### src/rtl/seq_multiplier_if.sv
// Handshake bundle between the execute stage and the iterative multiplier.
// Ports: flush/in_valid/op/A/B/out_ready go into the unit;
//        in_ready/out_valid/Y/busy come back from it.
interface seq_multiplier_if #(
  parameter int XLEN = 32
);
  logic            flush;
  logic            in_valid;
  logic            in_ready;
  logic [1:0]      op;
  logic [XLEN-1:0] A;
  logic [XLEN-1:0] B;
  logic            out_valid;
  logic            out_ready;
  logic [XLEN-1:0] Y;
  logic            busy;

  // Pipeline side drives operands and consumes results.
  modport master (
    output flush, in_valid, op, A, B, out_ready,
    input  in_ready, out_valid, Y, busy
  );

  // Multiplier side.
  modport slave (
    input  flush, in_valid, op, A, B, out_ready,
    output in_ready, out_valid, Y, busy
  );
endinterface

### src/rtl/seq_multiplier.sv
// Half adder cell used as the LSB stage of the ripple adder.
// Latency: combinational.
// Backpressure: none.
module half_adder (
  input  logic a,
  input  logic b,
  output logic s,
  output logic c
);
  assign s = a ^ b;
  assign c = a & b;
endmodule

// Full adder cell used for the upper stages of the ripple adder.
// Latency: combinational.
// Backpressure: none.
module full_adder (
  input  logic a,
  input  logic b,
  input  logic cin,
  output logic s,
  output logic cout
);
  assign s    = a ^ b ^ cin;
  assign cout = (a & b) | (cin & (a ^ b));
endmodule

// Iterative shift-and-add multiplier for MUL/MULH/MULHSU/MULHU.
// Latency: XLEN+2 edges from accept to out_valid (load, XLEN adds, sign fix).
// Backpressure: holds result in DONE until out_ready; in_ready only in IDLE.
// Ports: clk, rst_n (async active-low), bus (slave modport: flush, in_valid/
//        in_ready, op, A, B, out_valid/out_ready, Y, busy).
module seq_multiplier #(
  parameter int XLEN = 32
) (
  input  logic           clk,
  input  logic           rst_n,
  seq_multiplier_if.slave bus
);
  localparam int CW = (XLEN > 2) ? $clog2(XLEN) : 1;
  localparam logic [CW-1:0] CNT_LAST = CW'(XLEN - 1);

  typedef enum logic [1:0] {IDLE, CALC, FIX, DONE} state_t;

  state_t            state, state_n;
  logic [2*XLEN-1:0] product;
  logic [XLEN-1:0]   mcand;
  logic [CW-1:0]     cnt;
  logic              neg;
  logic [1:0]        op_q;
  logic [XLEN-1:0]   y_q;

  logic              accept;
  logic              a_neg, b_neg;
  logic [XLEN-1:0]   a_mag, b_mag;
  logic [XLEN-1:0]   addend, sum;
  logic [XLEN-1:0]   carry;
  logic [2*XLEN-1:0] prod_fix;

  assign accept = (state == IDLE) && bus.in_valid && !bus.flush;

  // A is signed for MULH (01) and MULHSU (10); B only for MULH.
  assign a_neg = ((bus.op == 2'b01) || (bus.op == 2'b10)) && bus.A[XLEN-1];
  assign b_neg = (bus.op == 2'b01) && bus.B[XLEN-1];
  // Negating the most-negative value yields 2^(XLEN-1), still a valid magnitude.
  assign a_mag = a_neg ? -bus.A : bus.A;
  assign b_mag = b_neg ? -bus.B : bus.B;

  // Ripple adder: upper product half + (multiplier LSB ? multiplicand : 0).
  assign addend = product[0] ? mcand : '0;

  half_adder u_ha0 (
    .a (product[XLEN]),
    .b (addend[0]),
    .s (sum[0]),
    .c (carry[0])
  );

  for (genvar i = 1; i < XLEN; i++) begin : g_fa
    full_adder u_fa (
      .a    (product[XLEN+i]),
      .b    (addend[i]),
      .cin  (carry[i-1]),
      .s    (sum[i]),
      .cout (carry[i])
    );
  end

  assign prod_fix = neg ? -product : product;

  always_ff @(posedge clk or negedge rst_n) begin
    if (!rst_n) begin
      state <= IDLE;
    end else begin
      state <= state_n;
    end
  end

  always_comb begin
    state_n       = state;
    bus.in_ready  = 1'b0;
    bus.out_valid = 1'b0;
    bus.busy      = 1'b1;
    case (state)
      IDLE: begin
        bus.in_ready = 1'b1;
        bus.busy     = 1'b0;
        if (accept) state_n = CALC;
      end
      CALC: if (cnt == CNT_LAST) state_n = FIX;
      FIX:  state_n = DONE;
      DONE: begin
        bus.out_valid = 1'b1;
        if (bus.out_ready) state_n = IDLE;
      end
      default: state_n = IDLE;
    endcase
    // Abort wins over everything, including a DONE handshake.
    if (bus.flush) state_n = IDLE;
  end

  always_ff @(posedge clk or negedge rst_n) begin
    if (!rst_n) begin
      product <= '0;
      mcand   <= '0;
      cnt     <= '0;
      neg     <= 1'b0;
      op_q    <= 2'b00;
      y_q     <= '0;
    end else if (!bus.flush) begin
      case (state)
        IDLE: if (accept) begin
          op_q    <= bus.op;
          mcand   <= a_mag;
          product <= {{XLEN{1'b0}}, b_mag};
          cnt     <= '0;
          neg     <= a_neg ^ b_neg;
        end
        CALC: begin
          // Carry-out becomes the new MSB as the whole product shifts right.
          product <= {carry[XLEN-1], sum, product[XLEN-1:1]};
          cnt     <= cnt + CW'(1);
        end
        FIX: begin
          product <= prod_fix;
          y_q     <= (op_q == 2'b00) ? prod_fix[XLEN-1:0] : prod_fix[2*XLEN-1:XLEN];
        end
        default: ;
      endcase
    end
  end

  assign bus.Y = y_q;

endmodule

### src/flat_wrapper.sv
// flat-port wrapper written by rule: the top's interface ports become plain ports
module seq_multiplier_flat 
#(
  parameter int XLEN = 32
)
  (clk, rst_n, bus_flush, bus_in_valid, bus_op, bus_A, bus_B, bus_out_ready, bus_in_ready, bus_out_valid, bus_Y, bus_busy);
  seq_multiplier_if #(.XLEN(XLEN)) bus_i ();
  input  logic clk;
  input  logic rst_n;
  input wire logic [$bits(bus_i.flush)-1:0] bus_flush;
  input wire logic [$bits(bus_i.in_valid)-1:0] bus_in_valid;
  input wire logic [$bits(bus_i.op)-1:0] bus_op;
  input wire logic [$bits(bus_i.A)-1:0] bus_A;
  input wire logic [$bits(bus_i.B)-1:0] bus_B;
  input wire logic [$bits(bus_i.out_ready)-1:0] bus_out_ready;
  output wire logic [$bits(bus_i.in_ready)-1:0] bus_in_ready;
  output wire logic [$bits(bus_i.out_valid)-1:0] bus_out_valid;
  output wire logic [$bits(bus_i.Y)-1:0] bus_Y;
  output wire logic [$bits(bus_i.busy)-1:0] bus_busy;
  assign bus_i.flush = bus_flush;
  assign bus_i.in_valid = bus_in_valid;
  assign bus_i.op = bus_op;
  assign bus_i.A = bus_A;
  assign bus_i.B = bus_B;
  assign bus_i.out_ready = bus_out_ready;
  assign bus_in_ready = bus_i.in_ready;
  assign bus_out_valid = bus_i.out_valid;
  assign bus_Y = bus_i.Y;
  assign bus_busy = bus_i.busy;
  seq_multiplier #(.XLEN(XLEN)) u_core (.clk(clk), .rst_n(rst_n), .bus(bus_i));
endmodule
### config.mk
export PLATFORM = sky130hd
export DESIGN_NAME = seq_multiplier_flat
export DESIGN_NICKNAME = d
export VERILOG_FILES = /design/src/rtl/seq_multiplier_if.sv /design/src/rtl/seq_multiplier.sv /design/src/flat_wrapper.sv
export SDC_FILE = /design/constraint.sdc
export NUM_CORES = 1
export LEC_CHECK = 0
export CAP_MARGIN = 20
export CORE_MARGIN = 2
export CORE_UTILIZATION = 59
export CTS_CLUSTER_SIZE = 30
export DETAILED_ROUTE_END_ITERATION = 7
export PLACE_DENSITY_LB_ADDON = 0.2
export SLEW_MARGIN = 10
export SYNTH_ARGS = -nofsm -noshare
export SYNTH_HDL_FRONTEND = slang
export SYNTH_SLANG_ARGS = --single-unit
### constraint.sdc
create_clock -name clk -period 18 [get_ports clk]
set_clock_uncertainty 0.1 [all_clocks]
set_input_delay 2.7 -clock clk [delete_from_list [all_inputs] [get_ports clk]]
set_output_delay 2.7 -clock clk [all_outputs]
set_load 0.01 [all_outputs]
==> qor.txt, run 1 <==
GRT
-------------------------------------------------------------------------------------------------
Vias in the first global route                                                               9827
Maximum number of pins on one net before global-route repair                                   76
Antenna violations before repair                                                                0
Overflow left after global routing                                                              0
Global-route total usage across every layer                                                 35.1%
First-pass GRT wire length                                                                51.2 mm

CELLS AND AREA
-------------------------------------------------------------------------------------------------
Fraction of layout instances using a drive strength above 1                                 5.53%
Most frequent cells in the layout                                                    nand2_1 (147), dfrtp_1 (137), o21ai_0 (117)
Fraction of the core area covered by cells at the end of the flow                           70.6%
Final antenna diode count                                                                       0
Count of non-filler cells in the finished layout                                             1527
Net count of the finished layout                                                             1402
Filler cells                                                                                 1388
Area growth from synthesis to final layout                                                  16.7%
Commonest non-fill, non-tap cell in the layout                                            nand2_1

PWR
-------------------------------------------------------------------------------------------------
Maximum vdd drop                                                                         0.105 mV
Power after layout                                                                        2.17 mW
Switching power                                                                           1.03 mW
Share of total power in combinational logic                                                 52.8%
Clock power frac                                                                            18.1%
Net switching fraction of the power                                                         47.5%
Cell internal pwr                                                                         1.14 mW
Sequential cell fraction of total power                                                     29.0%
Leakage                                                                                   4.66 nW
Power Density                                                                          178 nW/um2

ROUTE
-------------------------------------------------------------------------------------------------
Number of iterations in the first detailed-routing pass                                         8
Post-route antenna net violation count                                                          0
WL final                                                                                  31.7 mm
Average wire per cell in the routed design                                                20.8 um
Iter 0 DRT Violations                                                                        1137
Post-route DRC                                                                                  2
Total vias in the final route                                                               10368
Vias per std cell                                                                            6.79

LOGIC SYNTHESIS
-------------------------------------------------------------------------------------------------
Yosys top cell area share                                                                   33.0%
Mapped Cells                                                                                 1241
Number of distinct library cell variants in the gate-level netlist after synthesis             71
Biggest area contributors in the synthesized netlist                                 dfrtp_1 (33%), fa_1 (5.9%), o21ai_0 (5.6%)
Commonest register cell after synthesis                                                   dfrtp_1
Sequential share of the synthesized area                                                    33.0%
FFs w/ async S/R, synth                                                                      100%
Post-synth design cell area                                                             10500 um2
Mean area per synthesized cell                                                           8.43 um2
Synthesis Warnings                                                                              0
Flop and latch count out of synthesis                                                         138
Cell type with the highest aggregate area in the netlist                                  dfrtp_1
Number of synthesized flops with an enable pin                                                  0
Syn Nets                                                                                     1354

DIE
-------------------------------------------------------------------------------------------------
Die area                                                                                18800 um2
Cell row count                                                                                 48
Number of top-level pins                                                                      106
Die Wd                                                                                     137 um
Height of the chip                                                                         137 um
Core box area                                                                           17300 um2
Starting Density                                                                            60.5%

PLACEMENT
-------------------------------------------------------------------------------------------------
Port-buffer cells                                                                             105
Post-placement setup slack                                                                4640 ps
DP Wirelength                                                                             22.3 mm
Post-Place Cells                                                                             1494
Routability congestion estimate                                                             0.909

CLOCKING
-------------------------------------------------------------------------------------------------
Level count of the clock H-tree                                                                 4
Clock latency of the later-clocked register in the worst-skew pair                         430 ps
Total CTS buffers                                                                              17
Maximum count of clock buffers along a single path                                              2
Hold buffers post-CTS                                                                           0
Register clock-pin slew on the reported worst setup and hold paths                          60 ps
Clock Sink Count                                                                              138
Number of buffers inserted to repair setup after CTS                                            0
CTS tree                                                                                      yes
Root Buffer                                                                             clkbuf_16
Post-CTS Resized                                                                                0

TIMING
-------------------------------------------------------------------------------------------------
Max frequency                                                                            75.1 MHz
Measured slew at the worst slew-check pin                                                 1050 ps
Final min period                                                                         13320 ps
Final-report hold violation count                                                               0
Aggregate negative setup slack                                                               0 ps
Setup WS post-layout                                                                      4680 ps
Part of the cycle the worst path needs                                                      74.0%
Unrepaired setup endpoints after global routing                                             false
Max-slew headroom                                                                           29.7%
Max Transition Viols Final                                                                      0
Final Setup Violations                                                                          0

WORST SETUP PATH
-------------------------------------------------------------------------------------------------
Arrival @ worst endpoint                                                                 13540 ps
Worst-path fanout max                                                                           7
Setup CP Type                                                                          reg -> reg
Cell at the slowest stage of the critical path                                            dfrtp_1
Data required time at the worst endpoint                                                 18220 ps
Type of element launching the critical path                                                  flop
Register-to-Register Setup Slack                                                          4680 ps
Most prevalent standard cell on the critical path                                            fa_1
Critical Path Max Stage Delay                                                              450 ps
CP endpoint kind                                                                             flop

STATUS
-------------------------------------------------------------------------------------------------
Outcome                                                                              finished, violations left
Violations in the final reports                                                               DRC

FLOW RUN
-------------------------------------------------------------------------------------------------
Number of max-cap violations                                                                    0

HOLD PATH
-------------------------------------------------------------------------------------------------
Type of the tightest min-delay check                                                   reg -> reg

-- stage by stage --
stage / hold WS, ps / instance area, um2
2_1_floorplan: 342 / 10500
3_3_place_gp: 362 / 11500
3_5_place_dp: 374 / 11500
4_1_cts: 388 / 12200
5_1_grt: 414 / 12200
6_report: 383 / 12200
-- layout make-up --
class / instances / area (um2) / area share [%]
Clock buffer: 18 / 429 / 3.51
Clock inverter: 14 / 221 / 1.81
Inverter: 53 / 199 / 1.63
Multi-Input combinational cell: 956 / 6430 / 52.7
Sequential cell: 138 / 3450 / 28.3
Tap cell: 225 / 282 / 2.31
Timing Repair Buffer: 123 / 1190 / 9.76
-- worst max-delay path: cells and delay by family, from the launching register on --
family,cells,cell delay [ps]
AO/OA/AOI/OAI,1,310
AND/OR/NAND/NOR,1,160
buffers and inverters,2,130
adder cells (fa/ha/maj),32,12050
flip-flops,1,450
-- worst paths after layout --
kind,start,to,depth (start not counted)
worst max-delay path,u_core.product[0],u_core.product[62],36
worst min-delay path,u_core.mcand[0],u_core.mcand[0],2
worst max register to register,u_core.product[0],u_core.product[62],36
worst min register to register,u_core.mcand[0],u_core.mcand[0],2
max in group asynchronous,rst_n,u_core.neg,2
min in group asynchronous,rst_n,u_core.bus.Y[2],1
-- Yosys cell counts, drive strengths merged (4+ instances only) --
master,instances
and2,8
nand4,16
fa,31
nand2,147
o41ai,21
or3,19
and3,9
nor3,32
a221oi,13
nand3,18
nor3b,4
o21ai,135
a22o,6
o32a,15
and4,4
dfrtp,138
o31a,4
or2,5
a32o,4
inv,51
ha,11
a31oi,6
o22ai,12
clkbuf,86
nor4,20
xnor2,61
or4,24
buf,8
a22oi,23
a21oi,64
o31ai,38
xor2,46
a222oi,4
o21a,4
a21o,12
o211ai,5
o221ai,14
nor2,80
nand2b,5
-- cell families after synthesis --
| group | Yosys count | share of synthesized area (%) |
|---|---|---|
| compound gates | 405 | 26.5 |
| xor+xnor | 107 | 8.96 |
| fa+ha+maj | 42 | 7.25 |
| buf+inv | 147 | 5.53 |
| flops | 138 | 33.0 |
| mux | 3 | 0.299 |
| simple gates | 399 | 18.5 |
-- state kept, by name, summed over array words and instances, names as in the netlist --
register	cells
u_core.product	64
u_core.bus.Y	32
u_core.mcand	32
u_core.cnt	5
u_core.op_q	2
u_core.state	2
u_core.neg	1
-- per-layer routing --
layer	track usage [%]	part of all wire, %
met5	0	0
met4	13.2	3.6
met3	6.63	9.4
met2	55.3	47
met1	48.2	40
-- power by group through the flow --
stage / sequential, mW / clock [mW] / combinational [mW]
4_1_cts: 0.621 / 0.393 / 1.12
3_3_place_gp: 0.615 / 0 / 1.09
5_1_grt: 0.645 / 0.410 / 1.25
6_report: 0.629 / 0.393 / 1.15
3_5_place_dp: 0.624 / 0 / 1.11
2_1_floorplan: 0.562 / 0 / 0.800
No activity file was read; power rests on OpenSTA's default activity.
==> inputs of run 2 (changes only) <==
- CORE_UTILIZATION: 59 -> 53
- clock period: 18 -> 12.1 ns (I/O delays scaled with it)
==> qor.txt, run 2 (synthesized netlist as in run 1, its figures left out) <==
CELLS AND AREA
---------------------------------------------------------------------------------
Most frequent cells in the layout                                    nand2_1 (147), dfrtp_1 (137), o21ai_0 (117)
Biggest register                                                     u_core.product
Fraction of layout instances using a drive strength above 1                 7.89%   +2.4 points
Count of non-filler cells in the finished layout                             1570   +2.8%
Final antenna diode count                                                       0   unchanged
Commonest non-fill, non-tap cell in the layout                            nand2_1
Number of flip-flops in the largest register                                   64   unchanged
Fraction of the core area covered by cells at the end of the flow           63.4%   -7.2 points
Net count of the finished layout                                             1405   +0.21%
Post-route standard cell area excluding fillers                         12300 um2   +0.65%
Area growth from synthesis to final layout                                  17.5%
Filler cells                                                                 1697   +22%

PWR
---------------------------------------------------------------------------------
Cell internal pwr                                                         1.65 mW   +45%
Share of total power in combinational logic                                 54.3%   +1.5 points
Maximum vdd drop                                                         0.186 mV   +78%
Sequential cell fraction of total power                                     29.3%   +0.3 points
Switching power                                                           1.51 mW   +47%
Power Density                                                          257 nW/um2   +45%
Leakage                                                                   4.69 nW   +0.77%
Net switching fraction of the power                                         47.8%   +0.25 points
Clock power frac                                                            16.4%   -1.7 points
Power after layout                                                        3.16 mW   +46%

DIE
---------------------------------------------------------------------------------
Core box area                                                           19400 um2   +12%
Die area                                                                20900 um2   +11%
Number of top-level pins                                                      106   unchanged
Starting Density                                                            53.9%   -6.6 points
Cell row count                                                                 51   +6.3%
Height of the chip                                                         144 um   +5.3%
Die Wd                                                                     144 um   +5.3%

PLACEMENT
---------------------------------------------------------------------------------
Placed instance area                                                    11700 um2   +0.98%
Post-Place Cells                                                             1536   +2.8%
DP Wirelength                                                             22.4 mm   +0.40%
Post-placement setup slack                                                -169 ps   -4810 ps
Routability congestion estimate                                             0.926   +1.9%
Port-buffer cells                                                             105   unchanged

WORST SETUP PATH
---------------------------------------------------------------------------------
Type of element launching the critical path                                  flop
Arrival @ worst endpoint                                                 12080 ps   -1460 ps
Data required time at the worst endpoint                                 12310 ps   -5910 ps
Most prevalent standard cell on the critical path                            fa_2
Worst-path fanout max                                                           2   -5
CP endpoint kind                                                             flop
Setup CP Type                                                          reg -> reg
Cell at the slowest stage of the critical path                               fa_1
Critical Path Max Stage Delay                                              420 ps   -30 ps

TIMING
---------------------------------------------------------------------------------
Max frequency                                                            84.3 MHz   +12%
Minimum hold slack                                                         382 ps   -0.603 ps
Aggregate negative setup slack                                               0 ps   unchanged
Max-slew headroom                                                           31.7%   +1.9 points
Final Setup Violations                                                          0   unchanged
Part of the cycle the worst path needs                                      98.1%   +24 points
Measured slew at the worst slew-check pin                                 1020 ps   -31.1 ps
Setup WS post-layout                                                       236 ps   -4440 ps
Max Transition Viols Final                                                      0   unchanged
Final min period                                                         11860 ps   -1460 ps
Final-report hold violation count                                               0   unchanged
Unrepaired setup endpoints after global routing                              true

CLOCKING
---------------------------------------------------------------------------------
Maximum count of clock buffers along a single path                              2   unchanged
Clock latency of the later-clocked register in the worst-skew pair         430 ps   about the same
Hold buffers post-CTS                                                           0   unchanged
Clock Sink Count                                                              138   unchanged
Level count of the clock H-tree                                                 4   unchanged
Register clock-pin slew on the reported worst setup and hold paths          60 ps   about the same
Total CTS buffers                                                              17   unchanged
Root Buffer                                                             clkbuf_16
CTS tree                                                                      yes

ROUTE
---------------------------------------------------------------------------------
Post-route DRC                                                                  0   -2
Number of iterations in the first detailed-routing pass                         6   -2
Post-route antenna net violation count                                          0   unchanged
Vias per std cell                                                            6.44   -5.2%
Total vias in the final route                                               10105   -2.5%
Iter 0 DRT Violations                                                        1022   -10%
WL final                                                                  31.6 mm   -0.27%
Average wire per cell in the routed design                                20.1 um   -3.0%

GRT
---------------------------------------------------------------------------------
Maximum number of pins on one net before global-route repair                   75   -1.3%
Vias in the first global route                                               9638   -1.9%
Antenna violations before repair                                                0   unchanged
Overflow left after global routing                                              0   unchanged
Global-route total usage across every layer                                 31.2%   -3.9 points
First-pass GRT wire length                                                50.7 mm   -1.0%

FLOW RUN
---------------------------------------------------------------------------------
Number of max-cap violations                                                    0   unchanged

HOLD PATH
---------------------------------------------------------------------------------
Type of the tightest min-delay check                                   reg -> reg

STATUS
---------------------------------------------------------------------------------
Outcome                                                              finished clean

==> run 2: cell count changes in the layout (fill, tap and decap cells not counted), moves of 2 or more <==
cell,change
fa_2,+28
clkinvlp_4,-4
buf_4,+2
clkbuf_8,+2
fa_1,-28
bufinv_16,-3
clkinv_2,+6
==> run 2: routing by layer <==
metal	wire length, um	track usage [%]	up-vias
li1	-	-	4646
met3	2620	5.76	72
met5	0	0	-
met4	889	10.2	0
met2	15100	50.6	476
met1	13000	42.3	4911
==> run 2: worst max-delay path: cells and delay by family (launching register included) <==
family	cells	cell delay, ps
adders and majority gates	32	10750
DFF	1	330
AOI/OAI and AO/OA	1	320
buffers and inverters	2	120
and+or+nand+nor	1	120
==> run 2: final cells by class <==
type	count	area, um2	share of cell area [%]
multi-input cells	956	6500	52.9
flip-flops and latches	138	3450	28.1
repair buffers	126	1220	9.94
clock buffers	20	457	3.72
well taps	265	332	2.70
inverters	53	199	1.62
clock inverters	12	123	0.998
==> run 2: power groups by stage <==
| stage | registers (mW) | logic, mW | clock network, mW |
|---|---|---|---|
| after global placement | 0.913 | 1.65 | 0 |
| after global routing | 0.951 | 1.88 | 0.545 |
| after detailed placement | 0.919 | 1.68 | 0 |
| final | 0.925 | 1.72 | 0.518 |
| after CTS | 0.914 | 1.69 | 0.522 |
| after floorplan | 0.836 | 1.20 | 0 |
==> run 2: worst paths after layout <==
check	start	end	slack (ps)	cells after the start
max in group asynchronous	rst_n	u_core.product[34]	9210	2
min in group asynchronous	rst_n	u_core.product[1]	1290	1
setup / recovery	u_core.mcand[0]	u_core.product[62]	240	36
hold / removal	u_core.mcand[5]	u_core.mcand[5]	380	2
hold reg to reg	u_core.mcand[5]	u_core.mcand[5]	380	2
setup reg to reg	u_core.mcand[0]	u_core.product[62]	240	36
==> run 2: repair_timing <==
item / CTS / global route
buffers inserted: 0 / 0
gates cloned: 0 / 0
hold endpoints to repair: 0 / 0
endpoints found under the setup margin: 1 / 2
pin swaps: 0 / 0
gates resized for setup: 4 / 5
